$ cat config.mk
export PLATFORM = sky130hd
export DESIGN_NAME = pipelined_adder
export DESIGN_NICKNAME = d
export VERILOG_FILES = /design/src/rtl/adder_pkg.sv /design/src/rtl/adder_chunk.sv /design/src/rtl/pipelined_adder.sv
export SDC_FILE = /design/constraint.sdc
export NUM_CORES = 1
export LEC_CHECK = 0
export ABC_CLOCK_PERIOD_IN_PS = 3100
export CORE_MARGIN = 2
export CORE_UTILIZATION = 55
export DETAILED_ROUTE_END_ITERATION = 10
export PLACE_DENSITY_LB_ADDON = 0.25
export SYNTH_ARGS = -nofsm -noshare
export SYNTH_HDL_FRONTEND = slang
export SYNTH_HIERARCHICAL = 1
export SYNTH_SLANG_ARGS = --single-unit
export TNS_END_PERCENT = 20
$ cat constraint.sdc
create_clock -name clk -period 3.1 [get_ports clk]
set_input_delay 0.31 -clock clk [delete_from_list [all_inputs] [get_ports clk]]
set_output_delay 0.31 -clock clk [all_outputs]
set_load 0.01 [all_outputs]
$ cat src/rtl/adder_pkg.sv
// -----------------------------------------------------------------------------
// adder_pkg
//   Shared definitions for the pipelined adder:
//     - DEF_WIDTH / DEF_STAGES : default operand width and pipeline depth
//     - chunk_width()          : bits handled by each pipeline stage
//     - stage_rec_t            : per-stage pipeline record for the default
//                                configuration {valid, carry, sum_lo, a_hi, b_hi}
//   Optional feature macro used by the design: ADDER_OVF_EN (signed overflow).
// -----------------------------------------------------------------------------
package adder_pkg;

  localparam int DEF_WIDTH  = 32;
  localparam int DEF_STAGES = 4;

  // Number of carry-chain bits resolved by each stage.
  function automatic int chunk_width(input int width, input int stages);
    return width / stages;
  endfunction

  // Record held by every stage register. sum_lo holds the chunks already
  // added (upper bits still zero); a_hi/b_hi carry the operands forward so
  // later stages can add their own chunk.
  typedef struct packed {
    logic                 valid;
    logic                 carry;
    logic [DEF_WIDTH-1:0] sum_lo;
    logic [DEF_WIDTH-1:0] a_hi;
    logic [DEF_WIDTH-1:0] b_hi;
  } stage_rec_t;

endpackage

$ cat src/rtl/adder_chunk.sv
// -----------------------------------------------------------------------------
// adder_chunk
//   One pipeline stage of the pipelined adder. Adds chunk K of the delayed
//   operands with the carry handed over by the previous stage, merges the
//   result into the running sum and registers the whole stage record.
//   All stages share one advance enable, so the pipeline shifts or holds as
//   a single unit.
//
// Ports
//   clk, rst_n          rising-edge clock, asynchronous active-low reset
//   i_adv               shift enable shared by all stages
//   i_valid, i_carry    valid bit and carry from the previous stage (or input)
//   i_sum               running sum with chunks 0..K-1 already filled in
//   i_a, i_b            delayed operands
//   o_valid, o_carry    registered valid bit and carry out of chunk K
//   o_sum               registered running sum with chunks 0..K filled in
//   o_a, o_b            registered operands for the next stage
// -----------------------------------------------------------------------------
module adder_chunk
  import adder_pkg::*;
#(
  parameter int WIDTH  = DEF_WIDTH,
  parameter int STAGES = DEF_STAGES,
  parameter int K      = 0
) (
  input  logic             clk,
  input  logic             rst_n,
  input  logic             i_adv,
  input  logic             i_valid,
  input  logic             i_carry,
  input  logic [WIDTH-1:0] i_sum,
  input  logic [WIDTH-1:0] i_a,
  input  logic [WIDTH-1:0] i_b,
  output logic             o_valid,
  output logic             o_carry,
  output logic [WIDTH-1:0] o_sum,
  output logic [WIDTH-1:0] o_a,
  output logic [WIDTH-1:0] o_b
);

  localparam int CHUNK = chunk_width(WIDTH, STAGES);
  localparam int LSB   = K * CHUNK;

  typedef struct packed {
    logic             valid;
    logic             carry;
    logic [WIDTH-1:0] sum_lo;
    logic [WIDTH-1:0] a_hi;
    logic [WIDTH-1:0] b_hi;
  } rec_t;

  rec_t             r_rec;
  logic [CHUNK:0]   w_chunk;
  logic [WIDTH-1:0] w_sum_next;

  // CHUNK-bit add; the extra top bit is the carry into the next chunk.
  always_comb begin
    w_chunk    = {1'b0, i_a[LSB +: CHUNK]} + {1'b0, i_b[LSB +: CHUNK]}
               + {{CHUNK{1'b0}}, i_carry};
    w_sum_next = i_sum;
    w_sum_next[LSB +: CHUNK] = w_chunk[CHUNK-1:0];
  end

  // Bubbles shift through like data; only the valid bit distinguishes them.
  always_ff @(posedge clk or negedge rst_n) begin
    if (!rst_n) begin
      r_rec <= '0;
    end else if (i_adv) begin
      r_rec <= '{valid:  i_valid,
                 carry:  w_chunk[CHUNK],
                 sum_lo: w_sum_next,
                 a_hi:   i_a,
                 b_hi:   i_b};
    end
  end

  assign o_valid = r_rec.valid;
  assign o_carry = r_rec.carry;
  assign o_sum   = r_rec.sum_lo;
  assign o_a     = r_rec.a_hi;
  assign o_b     = r_rec.b_hi;

endmodule

$ cat src/rtl/pipelined_adder.sv
// -----------------------------------------------------------------------------
// pipelined_adder
//   WIDTH-bit adder with carry-in whose carry chain is split into STAGES equal
//   chunks, one register stage per chunk. One operand pair per cycle, result
//   STAGES edges after acceptance, full backpressure.
//
// Handshake (both sides): a transfer happens on a rising edge where valid and
// ready are both 1. The whole pipeline advances when the output register is
// empty or being drained (adv = !out_valid || out_ready); in_ready equals adv.
// While out_valid && !out_ready every stage, including the outputs, holds.
//
// Ports
//   clk, rst_n    rising-edge clock, asynchronous active-low reset
//   in_valid      a/b/cin valid this cycle
//   in_ready      block can accept this cycle
//   a, b, cin     operands and carry-in into bit 0
//   out_valid     sum/cout valid
//   out_ready     downstream accepts this cycle
//   sum           (a + b + cin) mod 2^WIDTH
//   cout          carry out of bit WIDTH-1
//   ovf           signed overflow, present only when ADDER_OVF_EN is defined
//
// Configuration macro: ADDER_OVF_EN adds the ovf output.
// -----------------------------------------------------------------------------
module pipelined_adder
  import adder_pkg::*;
#(
  parameter int WIDTH  = DEF_WIDTH,
  parameter int STAGES = DEF_STAGES
) (
  input  logic             clk,
  input  logic             rst_n,
  input  logic             in_valid,
  output logic             in_ready,
  input  logic [WIDTH-1:0] a,
  input  logic [WIDTH-1:0] b,
  input  logic             cin,
  output logic             out_valid,
  input  logic             out_ready,
  output logic [WIDTH-1:0] sum,
  output logic             cout
`ifdef ADDER_OVF_EN
 ,output logic             ovf
`endif
);

  if (STAGES < 1 || STAGES > WIDTH) begin : g_bad_stages
    $error("pipelined_adder: STAGES must be in 1..WIDTH");
  end
  if ((WIDTH % STAGES) != 0) begin : g_bad_width
    $error("pipelined_adder: WIDTH must be a multiple of STAGES");
  end

  // Index 0 is the input side; index k+1 is the output of stage k.
  logic             w_valid [STAGES+1];
  logic             w_carry [STAGES+1];
  logic [WIDTH-1:0] w_sum   [STAGES+1];
  logic [WIDTH-1:0] w_a     [STAGES+1];
  logic [WIDTH-1:0] w_b     [STAGES+1];
  logic             w_adv;

  assign w_adv    = !out_valid || out_ready;
  assign in_ready = w_adv;

  // Stage 0 only captures a real transfer because in_ready == adv.
  assign w_valid[0] = in_valid;
  assign w_carry[0] = cin;
  assign w_sum[0]   = '0;
  assign w_a[0]     = a;
  assign w_b[0]     = b;

  for (genvar k = 0; k < STAGES; k++) begin : g_stage
    adder_chunk #(
      .WIDTH  (WIDTH),
      .STAGES (STAGES),
      .K      (k)
    ) u_chunk (
      .clk     (clk),
      .rst_n   (rst_n),
      .i_adv   (w_adv),
      .i_valid (w_valid[k]),
      .i_carry (w_carry[k]),
      .i_sum   (w_sum[k]),
      .i_a     (w_a[k]),
      .i_b     (w_b[k]),
      .o_valid (w_valid[k+1]),
      .o_carry (w_carry[k+1]),
      .o_sum   (w_sum[k+1]),
      .o_a     (w_a[k+1]),
      .o_b     (w_b[k+1])
    );
  end

  assign out_valid = w_valid[STAGES];
  assign sum       = w_sum[STAGES];
  assign cout      = w_carry[STAGES];

`ifdef ADDER_OVF_EN
  // Uses the operand MSBs registered alongside the final sum, so ovf is
  // aligned with sum, holds with it on a stall and resets to 0.
  assign ovf = (w_a[STAGES][WIDTH-1] == w_b[STAGES][WIDTH-1]) &&
               (w_sum[STAGES][WIDTH-1] != w_a[STAGES][WIDTH-1]);
`endif

  // The last stage's operand copies are only needed for ovf (MSBs).
  logic w_unused;
  assign w_unused = ^{w_a[STAGES], w_b[STAGES]};

endmodule

# After elaboration in Yosys (flattened, before gate mapping)
# Index checks and enable logic that the tools add are counted.
# op_classes
add_sub_neg,8
reduce_logical,2
# op_table
cell,count
8-bit by 8-bit adder with 9-bit output,4
9-bit by 1-bit adder with 9-bit output,4
1-bit zero test,1
1-bit logical OR,1
# word_totals
ff_bits,280
elab_cells,28
out_inout_bits,35
input_bits,69

# Logic depth before layout (Yosys ltp)
# logic_depth
ltp_word,2
depth_mapped,6
mapped_depth_nobuf,6

# Hierarchy
# The synthesis kept the hierarchy.
# by_module_without_submodules
module,area_per_inst_um2,n_inst,cells_per_inst,seq_area_each_um2
adder_chunk (g_stage[0].u_chunk ...),3978.8,2,263,2452.4
adder_chunk (g_stage[2].u_chunk),4058.9,1,261,2452.4
adder_chunk (g_stage[3].u_chunk),3980.1,1,263,2452.4
pipelined_adder,10.0,1,2,0.0

# Least setup slack after synthesis
# OpenSTA, ideal clock, no wires.
# synth_path
path_kind,flip-flop to flip-flop
start,"register g_stage[0].u_chunk.r_rec, in the netlist g_stage[0].u_chunk/o_carry"
end,"register g_stage[1].u_chunk.r_rec, in the netlist g_stage[1].u_chunk/o_sum[14]"
synth_period_minus_slack_ns,2.262
slack_ns,0.838
arrival_ns,2.131
setup_time_ns,0.131
n_path_buf,0
stages_incl_launch_ff,7
required_ns,2.969
path_cell_list,dfrtp_1 fa_1 fa_1 a211oi_2 o21bai_1 and4b_1 or3_1
# synth_via
elab_chain_cells,1
# synth_rtl
element,line_no,rtl
"start, declared",adder_chunk.sv:52,rec_t r_rec;
"start signal, assigned",adder_chunk.sv:69,"r_rec <= '{valid: i_valid,"
9-bit by 1-bit adder with 9-bit output,adder_chunk.sv:59,"+ {{CHUNK{1'b0}}, i_carry};"
"end signal, assigned",adder_chunk.sv:69,
"end, declared",adder_chunk.sv:52,
# No other way between the ends.
# A chain may end at the register's enable or synchronous reset.

# Worst setup path in the final report
# layout_path
start,"register g_stage[2].u_chunk.r_rec, in the netlist g_stage[2].u_chunk/o_carry"
end,"register g_stage[3].u_chunk.r_rec, in the netlist g_stage[3].u_chunk/o_sum[30]"
# layout_via
elab_chain_cells,1
# layout_rtl
element,line_no
"start, declared",adder_chunk.sv:52
"start signal, assigned",adder_chunk.sv:69
9-bit by 1-bit adder with 9-bit output,adder_chunk.sv:59
"end signal, assigned",adder_chunk.sv:69
"end, declared",adder_chunk.sv:52
# No other way between the ends.

==> summary.md <==
| Metric | Value |
|---|---|
| Status | complete, no violations |
| IR drop worst, VDD | 419 uV |
| Clk Latency, worst-skew pair | 430 ps |
| TritonCTS buffer count | 17 |
| Slowest CP cell | fa_1 |
| Port bufs | 103 |
| Maximum capacitance violations | 0 |
| CP most frequent cell | fa_1 |
| Int Pwr | 6.87 mW |
| Root Driver | clkbuf_16 |
| Vias in the first global route | 5,158 |
| WL/cell | 15.7 um |
| Drt via density | 5.49 |
| Commonest non-fill, non-tap cell in the layout | dfrtp_1 |
| Final setup viols | 0 |
| Final ANT Viol Nets | 0 |
| Setup TNS | 0 ps |
| Die Y | 127 um |
| Sw Share | 0.331 |
| Total chip power | 10.3 mW |
| Routability Congestion | 0.823 |
| YS warnings | 6 |
| Worst setup EP type | flop |
| Via Count | 5,024 |
| Final WS setup | 629 ps |
| DRC | 0 |
| Die Width | 127 um |
| CP startpoint kind | flop |
| TritonCTS clock tree | yes |
| CTS resizes | 0 |
| CP max FO | 3 |
| Num rows | 45 |
| Mapped cell area | 8370 um2 |
| Max-slew violations | 0 |
| Mapped Cells | 621 |
| Core area | 15,000 um2 |
| Initial core utilization | 0.557 |
| Required time of the critical path | 3410 ps |
| Most frequent cells in the layout | dfrtp_1 (184), mux2_2 (122), clkdlybuf4s50_1 (102) |
| Layout Nets | 819 |
| Setup Skew | 5.48 ps |
| Worst hold path class | primary input to asynchronous set/reset pin |
| FMAX | 0.405 GHz |
| Post-layout util | 0.673 |
| Grt ovf | 0 |
| R2R Setup Slk | 630 ps |
| Hold Vio Cnt, Final | 0 |
| Clk pin slew, worst setup/hold paths | 70 ps |
| Reg-to-Reg Start | g_stage[2].u_chunk/o_carry |
| Setup CP Type | flop to flop |
| R2R Path End | g_stage[3].u_chunk/o_sum[30] |
| Combinational share of power | 0.397 |
| First-pass GRT wire length | 24,200 um |
| Pre-CTS setup slack | 368 ps |
| Clk buf depth | 2 |
| Fin crit share | 0.797 |
| Initial antenna violation count | 0 |
| Final worst path period need | 2470 ps |
| # IOs | 104 |
| Slew headroom | 0.685 |
| Synthesized net count | 726 |
| WP data arrival | 2780 ps |
| Worst hold slack | 382 ps |
| Layout cell share with drive strength beyond 1 | 0.241 |
| Largest net degree at the start of global routing | 75 |
| Cts hold-fix bufs | 1 |
| Initial drt markers | 254 |
| Lkg Pwr | 4.30 nW |
| Crit path cell chain | fa_1 > fa_1 > a211oi_2 > o21bai_1 > and4b_1 > or3_1 |
| Postcts setup bufs | 0 |
| Overall routed net length | 14,400 um |
| RSZ-0062 raised after global routing | false |
| # clock sinks | 184 |
| Clock power frac | 0.211 |
| DP HPWL | 9860 um |
| # H-tree levels | 4 |
| Share of power burned in registers | 0.392 |
| Ant diodes | 0 |
| Avg Inst Size Synth | 13.5 um2 |
| Die area | 16,200 um2 |
| Power density cells | 1020 nW/um2 |
| Crit path largest cell delay | 520 ps |
| Area grow syn2layout | 21.0% |
| Tot GR Track Use | 0.188 |
| Switch Pwr | 3.40 mW |
| Slew of the pin with the lowest slew margin | 472 ps |
| DR pass1 iterations | 4 |
| R2R depth | 6 |
[critical path: cells and delay by family (launching register included)]
| family | cells | cell delay (ps) |
|---|---|---|
| AND/OR/NAND/NOR | 2 | 540 |
| AO/OA/AOI/OAI | 2 | 420 |
| flip-flops | 1 | 400 |
| adder cells (fa/ha/maj) | 2 | 990 |
[worst max-delay path by stage]
stage,from,to,slack (ps),cells after the start
2_1_floorplan,g_stage[0].u_chunk/o_carry,g_stage[1].u_chunk/o_sum[14],840,6
3_3_place_gp,cin,g_stage[0].u_chunk/o_sum[6],400,7
3_5_place_dp,cin,g_stage[0].u_chunk/o_sum[6],370,7
4_1_cts,g_stage[2].u_chunk/o_carry,g_stage[3].u_chunk/o_sum[30],640,6
5_1_grt,g_stage[2].u_chunk/o_carry,g_stage[3].u_chunk/o_sum[30],550,6
6_report,g_stage[2].u_chunk/o_carry,g_stage[3].u_chunk/o_sum[30],630,6
[routing by layer]
metal	track usage	wire length [um]
met5	0	0
met4	0.0827	352
met3	0.0415	447
met2	0.302	6920
met1	0.250	6680
[state kept, by name (all words and copies together) (netlist names)]
register,flops
g_stage.u_chunk/o_sum,80
g_stage.u_chunk/o_a,48
g_stage.u_chunk/o_b,48
g_stage.u_chunk/o_carry,4
g_stage.u_chunk/o_valid,4
[stage by stage]
step,cells,instance area [um2]
floorplan,621,8370
global placement,882,9520
detailed placement,882,9520
CTS,915,10100
global route,915,10100
finish,915,10100
[power by group through the flow]
stage                     clock network, mW  logic, mW  registers [mW]
final                                  2.16       4.08            4.03
after global routing                   2.30       4.52            4.17
after CTS                              2.21       4.11            4.05
after detailed placement                  0       4.07            4.08
after global placement                    0       3.90            4.03
after floorplan                           0       2.92            3.97
[layout make-up]
cell class	count	area (um2)
Tap cell	188	235
Fill cell	1055	4910
Inverter	12	45.0
Sequential cell	184	4600
Clock inverter	15	166
Timing Repair Buffer	112	1140
Multi-Input combinational cell	387	3510
Clock buffer	17	425
(Power assumes the default switching activity.)
